==> config.mk <==
export PLATFORM = sky130hd
export DESIGN_NAME = ff_input_conditioner
export DESIGN_NICKNAME = d
export VERILOG_FILES = /design/src/rtl/ff_input_conditioner.sv
export SDC_FILE = /design/constraint.sdc
export NUM_CORES = 1
export LEC_CHECK = 0
export CAP_MARGIN = 20
export CORE_MARGIN = 2
export CORE_UTILIZATION = 40
export DETAILED_ROUTE_END_ITERATION = 7
export GPL_TIMING_DRIVEN = 0
export PLACE_DENSITY = 0.58
export SLEW_MARGIN = 20
export SYNTH_ARGS = -nofsm -noshare
export SYNTH_HDL_FRONTEND = slang
export SYNTH_SLANG_ARGS = --single-unit
export TNS_END_PERCENT = 20
==> constraint.sdc <==
create_clock -name sysclk -period 5.05 [get_ports sysclk]
set_clock_uncertainty 0.2 [all_clocks]
set_input_delay 1.2625 -clock sysclk [delete_from_list [all_inputs] [get_ports sysclk]]
set_output_delay 1.2625 -clock sysclk [all_outputs]
set_load 0.005 [all_outputs]
==> src/rtl/ff_input_conditioner.sv <==
// Per-channel input conditioner: optional inversion, 2-flop synchroniser, counter debounce,
// press/release pulses and optional auto-repeat. The release pulse port is named
// release_pulse because "release" is a reserved word.
module ff_input_conditioner #(
  parameter int unsigned      NCH             = 4,
  parameter int unsigned      DEBOUNCE_CYCLES = 500000,
  parameter int unsigned      CNT_W           = 20,
  parameter logic [NCH-1:0]   INVERT          = '0,
  parameter bit               REPEAT_EN       = 1'b0,
  parameter int unsigned      REPEAT_DELAY    = 8,
  parameter int unsigned      REPEAT_PERIOD   = 4
) (
  input  logic           sysclk,
  input  logic           reset,
  input  logic [NCH-1:0] raw_in,
  output logic [NCH-1:0] level,
  output logic [NCH-1:0] press,
  output logic [NCH-1:0] release_pulse,
  output logic           any_level
);

  localparam logic [CNT_W-1:0] CntMax = CNT_W'(DEBOUNCE_CYCLES - 1);

  typedef enum logic [1:0] {
    StIdle,
    StWait,
    StRepeat
  } rep_state_e;

  logic [NCH-1:0] s1_q, s2_q;
  logic [NCH-1:0] rise, fall, rep_fire;
  logic           any_q;

  always_ff @(posedge sysclk or posedge reset) begin
    if (reset) begin
      s1_q <= '0;
      s2_q <= '0;
    end else begin
      s1_q <= raw_in ^ INVERT;
      s2_q <= s1_q;
    end
  end

  for (genvar i = 0; i < NCH; i++) begin : g_deb
    logic [CNT_W-1:0] cnt_q, cnt_d;
    logic             lvl_q, lvl_d;
    logic             press_q, rel_q;
    logic             rise_c, fall_c;

    // Any sample that agrees with the current level restarts qualification.
    always_comb begin
      cnt_d  = '0;
      lvl_d  = lvl_q;
      rise_c = 1'b0;
      fall_c = 1'b0;
      if (s2_q[i] != lvl_q) begin
        if (cnt_q == CntMax) begin
          lvl_d  = s2_q[i];
          rise_c = s2_q[i];
          fall_c = ~s2_q[i];
        end else begin
          cnt_d = cnt_q + 1'b1;
        end
      end
    end

    always_ff @(posedge sysclk or posedge reset) begin
      if (reset) begin
        cnt_q   <= '0;
        lvl_q   <= 1'b0;
        press_q <= 1'b0;
        rel_q   <= 1'b0;
      end else begin
        cnt_q   <= cnt_d;
        lvl_q   <= lvl_d;
        press_q <= rise_c | rep_fire[i];
        rel_q   <= fall_c;
      end
    end

    assign rise[i]          = rise_c;
    assign fall[i]          = fall_c;
    assign level[i]         = lvl_q;
    assign press[i]         = press_q;
    assign release_pulse[i] = rel_q;
  end

  if (REPEAT_EN) begin : g_rep
    localparam logic [7:0] RepDelayM1  = 8'(REPEAT_DELAY - 1);
    localparam logic [7:0] RepPeriodM1 = 8'(REPEAT_PERIOD - 1);

    logic [CNT_W-1:0] pre_q;
    logic             tick;

    assign tick = (pre_q == CntMax);

    always_ff @(posedge sysclk or posedge reset) begin
      if (reset) begin
        pre_q <= '0;
      end else if (tick) begin
        pre_q <= '0;
      end else begin
        pre_q <= pre_q + 1'b1;
      end
    end

    for (genvar i = 0; i < NCH; i++) begin : g_ch
      rep_state_e st_q, st_d;
      logic [7:0] rcnt_q, rcnt_d;
      logic       fire;

      // A fall wins over a coincident repeat event, so press never pairs with release.
      always_comb begin
        st_d   = st_q;
        rcnt_d = rcnt_q;
        fire   = 1'b0;
        if (fall[i]) begin
          st_d   = StIdle;
          rcnt_d = '0;
        end else begin
          unique case (st_q)
            StIdle: begin
              if (rise[i]) begin
                st_d   = StWait;
                rcnt_d = '0;
              end
            end
            StWait: begin
              if (tick) begin
                if (rcnt_q == RepDelayM1) begin
                  fire   = 1'b1;
                  rcnt_d = '0;
                  st_d   = StRepeat;
                end else if (rcnt_q != 8'hff) begin
                  rcnt_d = rcnt_q + 8'd1;
                end
              end
            end
            StRepeat: begin
              if (tick) begin
                if (rcnt_q == RepPeriodM1) begin
                  fire   = 1'b1;
                  rcnt_d = '0;
                end else if (rcnt_q != 8'hff) begin
                  rcnt_d = rcnt_q + 8'd1;
                end
              end
            end
            default: begin
              st_d   = StIdle;
              rcnt_d = '0;
            end
          endcase
        end
      end

      always_ff @(posedge sysclk or posedge reset) begin
        if (reset) begin
          st_q   <= StIdle;
          rcnt_q <= '0;
        end else begin
          st_q   <= st_d;
          rcnt_q <= rcnt_d;
        end
      end

      assign rep_fire[i] = fire;
    end
  end else begin : g_no_rep
    assign rep_fire = '0;
  end

  always_ff @(posedge sysclk or posedge reset) begin
    if (reset) begin
      any_q <= 1'b0;
    end else begin
      any_q <= |level;
    end
  end

  assign any_level = any_q;

endmodule
==> impl_results.md, run 1 <==
* Clock Latency Late Sink at 340 ps
* Tcrit/Tclk final at 0.582
* Chip height at 114 microns
* DRC at 0
* Period minus WS final at 2940 ps
* Syn_area_per_cell at 10.1 sq um
* Cells after Synth at 474
* Hold Vio Cnt, Final at 0
* Yosys cell types at 42
* Setup TNS at 0 ps
* Pwr Density at 280 nW/um^2
* Die Footprint at 12900 sq um
* Number of diodes at 0
* TritonCTS buffer count at 9
* Arr. time, crit path at 1480 ps
* CTS tree: done
* Final Instance Count excl. Fillers at 655
* Worst rel slew slack at 0.468
* Die Width at 114 microns
* Antenna-violating nets left at 0
* Post-synth top cells: dfrtp_1 (101), nor2_1 (73), xnor2_1 (44)
* IO buf count at 18
* Worst path max stage delay at 490 ps
* Initial Util at 0.405
* H-tree depth at 3
* Hold_sp: s1_q[0]$_DFF_PP0_
* Area delta synth->final at 14.1%
* CTS max path bufs at 2
* Worst Path Required at 3590 ps
* Crit Path Category: flip-flop to primary output
* CP Launch Type: flip-flop
* DRT Wirelength at 9070 microns
* Most common cell in the netlist: dfrtp_1
* Overall Power at 1.53 mW
* Clock slew at reported path FFs at 60 ps
* Worst path cell trace: buf_4 > clkdlybuf4s50_1
* Initial antenna violation count at 0
* Nets at 514
* Core area at 11900 sq um
* Slew Viols, Final at 0
* Outcome: complete, no violations
* CP Max Fanout at 6
* Fin util at 0.462
* EDFF count, synth at 0
* Area leader, netlist: dfrtp_1
* Placement Setup Slack at 2440 ps
* Synth Flop Type: dfrtp_1
* Total congestion overflow at 0
* Detailed Route Iter0 Violations at 87
* Max cap viols at 0
* Routed length per instance at 13.9 microns
* Hold-fix buffers, CTS at 0
* Vias at 3499
* Net Count, Synth at 484
* Setup slack after layout at 2110 ps
* GRT Total Usage at 0.156
* Crit path launch: g_deb[0].lvl_q$_DFFE_PP0P_
* Final instance area at 5480 sq um
* Crit-path slowest cell: dfrtp_1
* Slew @ Worst Pin at 789 ps
* Resize count post-CTS at 0
* Critical R2R Launch: g_deb[3].cnt_q[6]$_DFF_PP0_
* Placed insts at 640
* Hpwl dp at 6170 microns
* # rows at 40
* Placement Cell Area at 5200 sq um
* Warnings from Yosys at 0
* Postcts setup bufs at 0
* CTS root buffer: clkbuf_16
* Worst Hold Class: flip-flop to flip-flop
* Synthesized cell area at 4800 sq um
* Largest net degree at the start of global routing at 63
* Leakage at 2.16 nW
* Worst VDD drop at 0.189 mV
* First-pass GRT wire length at 16100 microns
* Max frequency at 0.340 GHz
* Async SR Flop Fraction at 1.00
* Final setup viols at 0
* CTS Sinks at 101
* Sequential cell area fraction in the yosys report at 0.527
* RSZ-0062 raised after global routing: false
* WHS at 150 ps
* Layout cell share with drive strength beyond 1 at 0.0925
* Area contributors post-synth: dfrtp_1 (53%), xnor2_1 (8.0%), nor2_1 (5.7%)
* Crit end category: primary output
* 1st-pass router iterations at 4
* Vias in the first global route at 3381
* Final GP Congestion at 0.809
* Synth top area share at 0.527
* I/O pins at 19
* Register bit count reported by yosys at 101
* Via density at 5.34
==> cell type report <==
cell class / count / area [sq um]
Buffer: 24 / 144
Clock buffer: 14 / 274
Clock inverter: 1 / 5.00
Fill cell: 1113 / 6390
Inverter: 16 / 65.1
Multi-Input combinational cell: 333 / 2070
Sequential cell: 101 / 2530
Tap cell: 147 / 184
Timing Repair Buffer: 19 / 208
==> kinds of logic after synthesis <==
group                    share of synthesized area
AND/OR/NAND/NOR                              0.249
AO/OA/AOI/OAI                               0.0558
multiplexers                                0.0115
buffers and inverters                       0.0425
flip-flops                                   0.527
XOR/XNOR                                     0.104
adder cells (fa/ha/maj)                     0.0104
==> power breakdown <==
group,total (mW),internal (mW),leakage [nW],switching [mW]
logic,0.0520,0.0171,0.638,0.0349
clock network,0.652,0.372,0.139,0.280
registers,0.830,0.820,1.38,0.0103
total,1.53,1.21,2.16,0.326
==> sequential cells by signal (all words and copies together) (netlist names) <==
signal	cells
any_level	1
s2_q	4
g_deb.cnt_q	80
g_deb.rel_q	4
s1_q	4
g_deb.lvl_q	4
g_deb.press_q	4
==> worst paths after layout <==
kind	slack (ps)	depth (start not counted)	endpoint
max reg2reg	2560	5	g_deb[3].cnt_q[7]$_DFF_PP0_
max in group asynchronous	2940	3	g_deb[2].cnt_q[12]$_DFF_PP0_
min reg2reg	150	0	s2_q[0]$_DFF_PP0_
min	150	0	s2_q[0]$_DFF_PP0_
max	2110	2	level[0]
min in group asynchronous	1090	2	s2_q[0]$_DFF_PP0_
==> critical path: cells and delay by family, from the launching register on <==
kind,cells,cell delay [ps]
buffers and inverters,2,640
DFF,1,490
==> routing by layer <==
metal,vias up,global-route usage,routed length (microns)
li1,1725,-,-
met1,1721,0.210,4440
met2,43,0.246,4200
met3,10,0.0329,259
met4,0,0.0659,170
met5,-,0,0
==> layout by cell type (no fill, tap or decap), drive strengths merged, types with 2 or more instances in the layout <==
master,synthesis,layout
or3,8,8
xor2,13,13
nand2,24,24
clkdlybuf4s50,0,18
and3,6,6
nor2,73,73
o31ai,12,12
clkbuf,7,21
dfrtp,101,101
nor3b,8,8
nand4,20,20
a21oi,16,16
inv,16,16
or2,2,2
nor4,16,16
o41ai,2,2
nand3,28,28
ha,4,4
xnor2,44,44
o21ai,5,5
and4,3,3
buf,17,18
mux2,4,4
nor4b,3,3
or4,15,15
o221ai,2,2
nor3,16,16
No activity file was read; power rests on OpenSTA's default activity.
==> run 2: changes to the inputs <==
--- a/config.mk
+++ b/config.mk
@@ -10,7 +10,7 @@
 export CORE_UTILIZATION = 40
 export DETAILED_ROUTE_END_ITERATION = 7
 export GPL_TIMING_DRIVEN = 0
-export PLACE_DENSITY = 0.58
+export PLACE_DENSITY = 0.6
 export SLEW_MARGIN = 20
 export SYNTH_ARGS = -nofsm -noshare
 export SYNTH_HDL_FRONTEND = slang
==> constraint.sdc (replaced) <==
create_clock -name sysclk -period 2.36 [get_ports sysclk]
set_clock_uncertainty 0.2 [all_clocks]
set_input_delay 0.59 -clock sysclk [delete_from_list [all_inputs] [get_ports sysclk]]
set_output_delay 0.59 -clock sysclk [all_outputs]
set_load 0.005 [all_outputs]
==> run 2 against run 1 <==
Effect of this change: wire length rose by 0.65%; combinational power rose by 150%; sequential share of layout area fell by 1.1 points; critical path type is now flip-flop to flip-flop; sequential power rose by 110%.
==> impl_results.md, run 2 (synthesis gave the netlist of run 1 again) <==
* DRC at 0 (unchanged)
* Most frequent cells in the layout: dfrtp_1 (101), nor2_1 (73), xnor2_1 (44), nand3_1 (27), nand2_1 (24)
* Max frequency at 0.433 GHz
* DRT Wirelength at 9130 microns (+0.65%)
* R2r setup slk at 50 ps (-2510 ps)
* 1st-pass router iterations at 4 (unchanged)
* Hold_sp: s1_q[2]$_DFF_PP0_
* Via density at 5.28 (-1.1%)
* Pwr Density at 598 nW/um^2 (+110%)
* Slew Viols, Final at 0 (unchanged)
* Antenna-violating nets left at 0 (unchanged)
* Nets at 519 (+0.97%)
* Worst rel slew slack at 0.630 (+0.162)
* Max cap viols at 0 (unchanged)
* Arr. time, crit path at 2370 ps (+890 ps)
* CTS tree: done
* Hpwl dp at 6250 microns (+1.3%)
* Reg with most FFs: g_deb.cnt_q
* Area delta synth->final at 16.8%
* CP Launch Type: flip-flop
* Commonest non-fill, non-tap cell in the layout: dfrtp_1
* Overall Power at 3.35 mW (+120%)
* Sw frac at 0.220 (+0.00732)
* Max FFs per register at 80 (unchanged)
* R2R cell count at 5 (unchanged)
* CTS max path bufs at 2 (unchanged)
* Routed length per instance at 13.8 microns (-0.11%)
* RSZ-0062 raised after global routing: true
* Power share of the combinational group at 0.038 (+0.004)
* # rows at 40 (unchanged)
* Critical R2R Launch: g_deb[1].cnt_q[0]$_DFF_PP0_
* TritonCTS buffer count at 9 (unchanged)
* Chip height at 114 microns (unchanged)
* Sw power at 736 uW (+130%)
* Crit end category: flip-flop
* Period minus WS final at 2310 ps
* Total congestion overflow at 0 (unchanged)
* Hold endpoint: s2_q[2]$_DFF_PP0_
* Vias at 3488 (-0.31%)
* R2R Path End: g_deb[1].cnt_q[18]$_DFF_PP0_
* Clock slew at reported path FFs at 70 ps (about the same)
* Initial antenna violation count at 0 (unchanged)
* Outcome: complete, no violations
* Clk pwr share at 0.432 (+0.007)
* Fin util at 0.473 (+0.0111)
* Hold Vio Cnt, Final at 0 (unchanged)
* Layout cell share with drive strength beyond 1 at 0.119 (+0.0264)
* Crit Path Category: flip-flop to flip-flop
* H-tree depth at 3 (unchanged)
* Number of diodes at 0 (unchanged)
* CTS Sinks at 101 (unchanged)
* Detailed Route Iter0 Violations at 151 (+74%)
* Leakage at 2.21 nW (+2.3%)
* Initial Util at 0.405 (unchanged)
* Worst VDD drop at 0.469 mV (+150%)
* Die Footprint at 12900 sq um (unchanged)
* I/O pins at 19 (unchanged)
* GRT Total Usage at 0.154 (-0.00221)
* Core area at 11900 sq um (unchanged)
* Clock Latency Late Sink at 340 ps (about the same)
* Worst Path Required at 2430 ps (-1160 ps)
* Hold-fix buffers, CTS at 0 (unchanged)
* Internal power at 2.62 mW (+120%)
* CP Max Fanout at 9 (+3)
* First-pass GRT wire length at 15900 microns (-1.5%)
* Worst Hold Class: flip-flop to flip-flop
* Final GP Congestion at 0.792 (-2.2%)
* CTS root buffer: clkbuf_16
* Vias in the first global route at 3267 (-3.4%)
* Tcrit/Tclk final at 0.978
* Slew @ Worst Pin at 550 ps (-239 ps)
* Final setup viols at 0 (unchanged)
* Die Width at 114 microns (unchanged)
* IO buf count at 18 (unchanged)
* Hold path depth at 0 (unchanged)
* Largest net degree at the start of global routing at 34 (-46%)
* Seq pwr share at 0.530 (-0.011)
## run 2: area by class of cell
cell class / count / area (sq um)
buffer: 24 / 149
clock buffer: 9 / 225
clock inverter: 6 / 65.1
fill: 1091 / 6250
inverter: 16 / 63.8
multi-input combinational: 333 / 2120
sequential: 101 / 2530
tap: 147 / 184
timing repair buffer: 24 / 270
## run 2: metrics by stage
step | instance area, sq um | instances | hold WS, ps | TNS, ps | setup WS (ps)
2_1_floorplan | 4800 | 474 | 131 | 0 | 244
3_3_place_gp | 5170 | 639 | 132 | -69930 | -685
3_5_place_dp | 5240 | 642 | 148 | -1630 | -99.7
4_1_cts | 5550 | 657 | 163 | 0 | 2.72
5_1_grt | 5610 | 660 | 167 | -92.8 | -92.8
6_report | 5610 | 660 | 157 | 0 | 51.6
## run 2: critical path, cell delays in order (launching register included)
cell	delay, ps
dfrtp_1	430
ha_1	250
nand4_2	290
nor4_2	430
or3b_2	470
a21oi_1	160
## run 2: repair_timing
action | in CTS | in global routing
buffers inserted | 0 | 3
resized for setup | 3 | 9
pin swaps | 0 | 1
hold endpoints to repair | 0 | 0
endpoints found under the setup margin | 30 | 44
## run 2: how the worst max path moves through the flow
stage                                 from                      endpoint  slack (ps)  cells after the start
3_5_place_dp   g_deb[1].cnt_q[0]$_DFF_PP0_  g_deb[1].cnt_q[16]$_DFF_PP0_        -100                      5
2_1_floorplan  g_deb[3].cnt_q[0]$_DFF_PP0_  g_deb[3].cnt_q[16]$_DFF_PP0_         240                      6
6_report       g_deb[1].cnt_q[0]$_DFF_PP0_  g_deb[1].cnt_q[18]$_DFF_PP0_          50                      5
3_3_place_gp                         reset  g_deb[1].cnt_q[12]$_DFF_PP0_        -680                      2
4_1_cts        g_deb[1].cnt_q[0]$_DFF_PP0_  g_deb[1].cnt_q[18]$_DFF_PP0_           3                      5
5_1_grt        g_deb[1].cnt_q[0]$_DFF_PP0_  g_deb[1].cnt_q[18]$_DFF_PP0_         -90                      5
## run 2: metal layers
metal / part of all wire / vias to the layer above / global-route usage / routed length (microns)
met5: 0 / - / 0 / 0
met4: 0.011 / 0 / 0.0439 / 104
met3: 0.028 / 9 / 0.0399 / 259
met2: 0.46 / 41 / 0.243 / 4230
met1: 0.50 / 1697 / 0.210 / 4540
li1: - / 1741 / - / -
## run 2: power by group through the flow
stage,Combinational (mW),Clock (mW),Sequential [mW]
after floorplan,0.0770,0,1.80
after global placement,0.109,0,1.81
after detailed placement,0.125,0,1.81
after CTS,0.128,1.50,1.78
after global routing,0.149,1.57,1.78
final,0.128,1.45,1.78
==> run 3: changes to the inputs <==
--- a/config.mk
+++ b/config.mk
@@ -8,6 +8,7 @@
 export CAP_MARGIN = 20
 export CORE_MARGIN = 2
 export CORE_UTILIZATION = 40
+export CTS_CLUSTER_SIZE = 10
 export DETAILED_ROUTE_END_ITERATION = 7
 export GPL_TIMING_DRIVEN = 0
 export PLACE_DENSITY = 0.6
==> results of run 3 <==
Same layout as run 2: the final DEF is identical, and so are final timing and power.
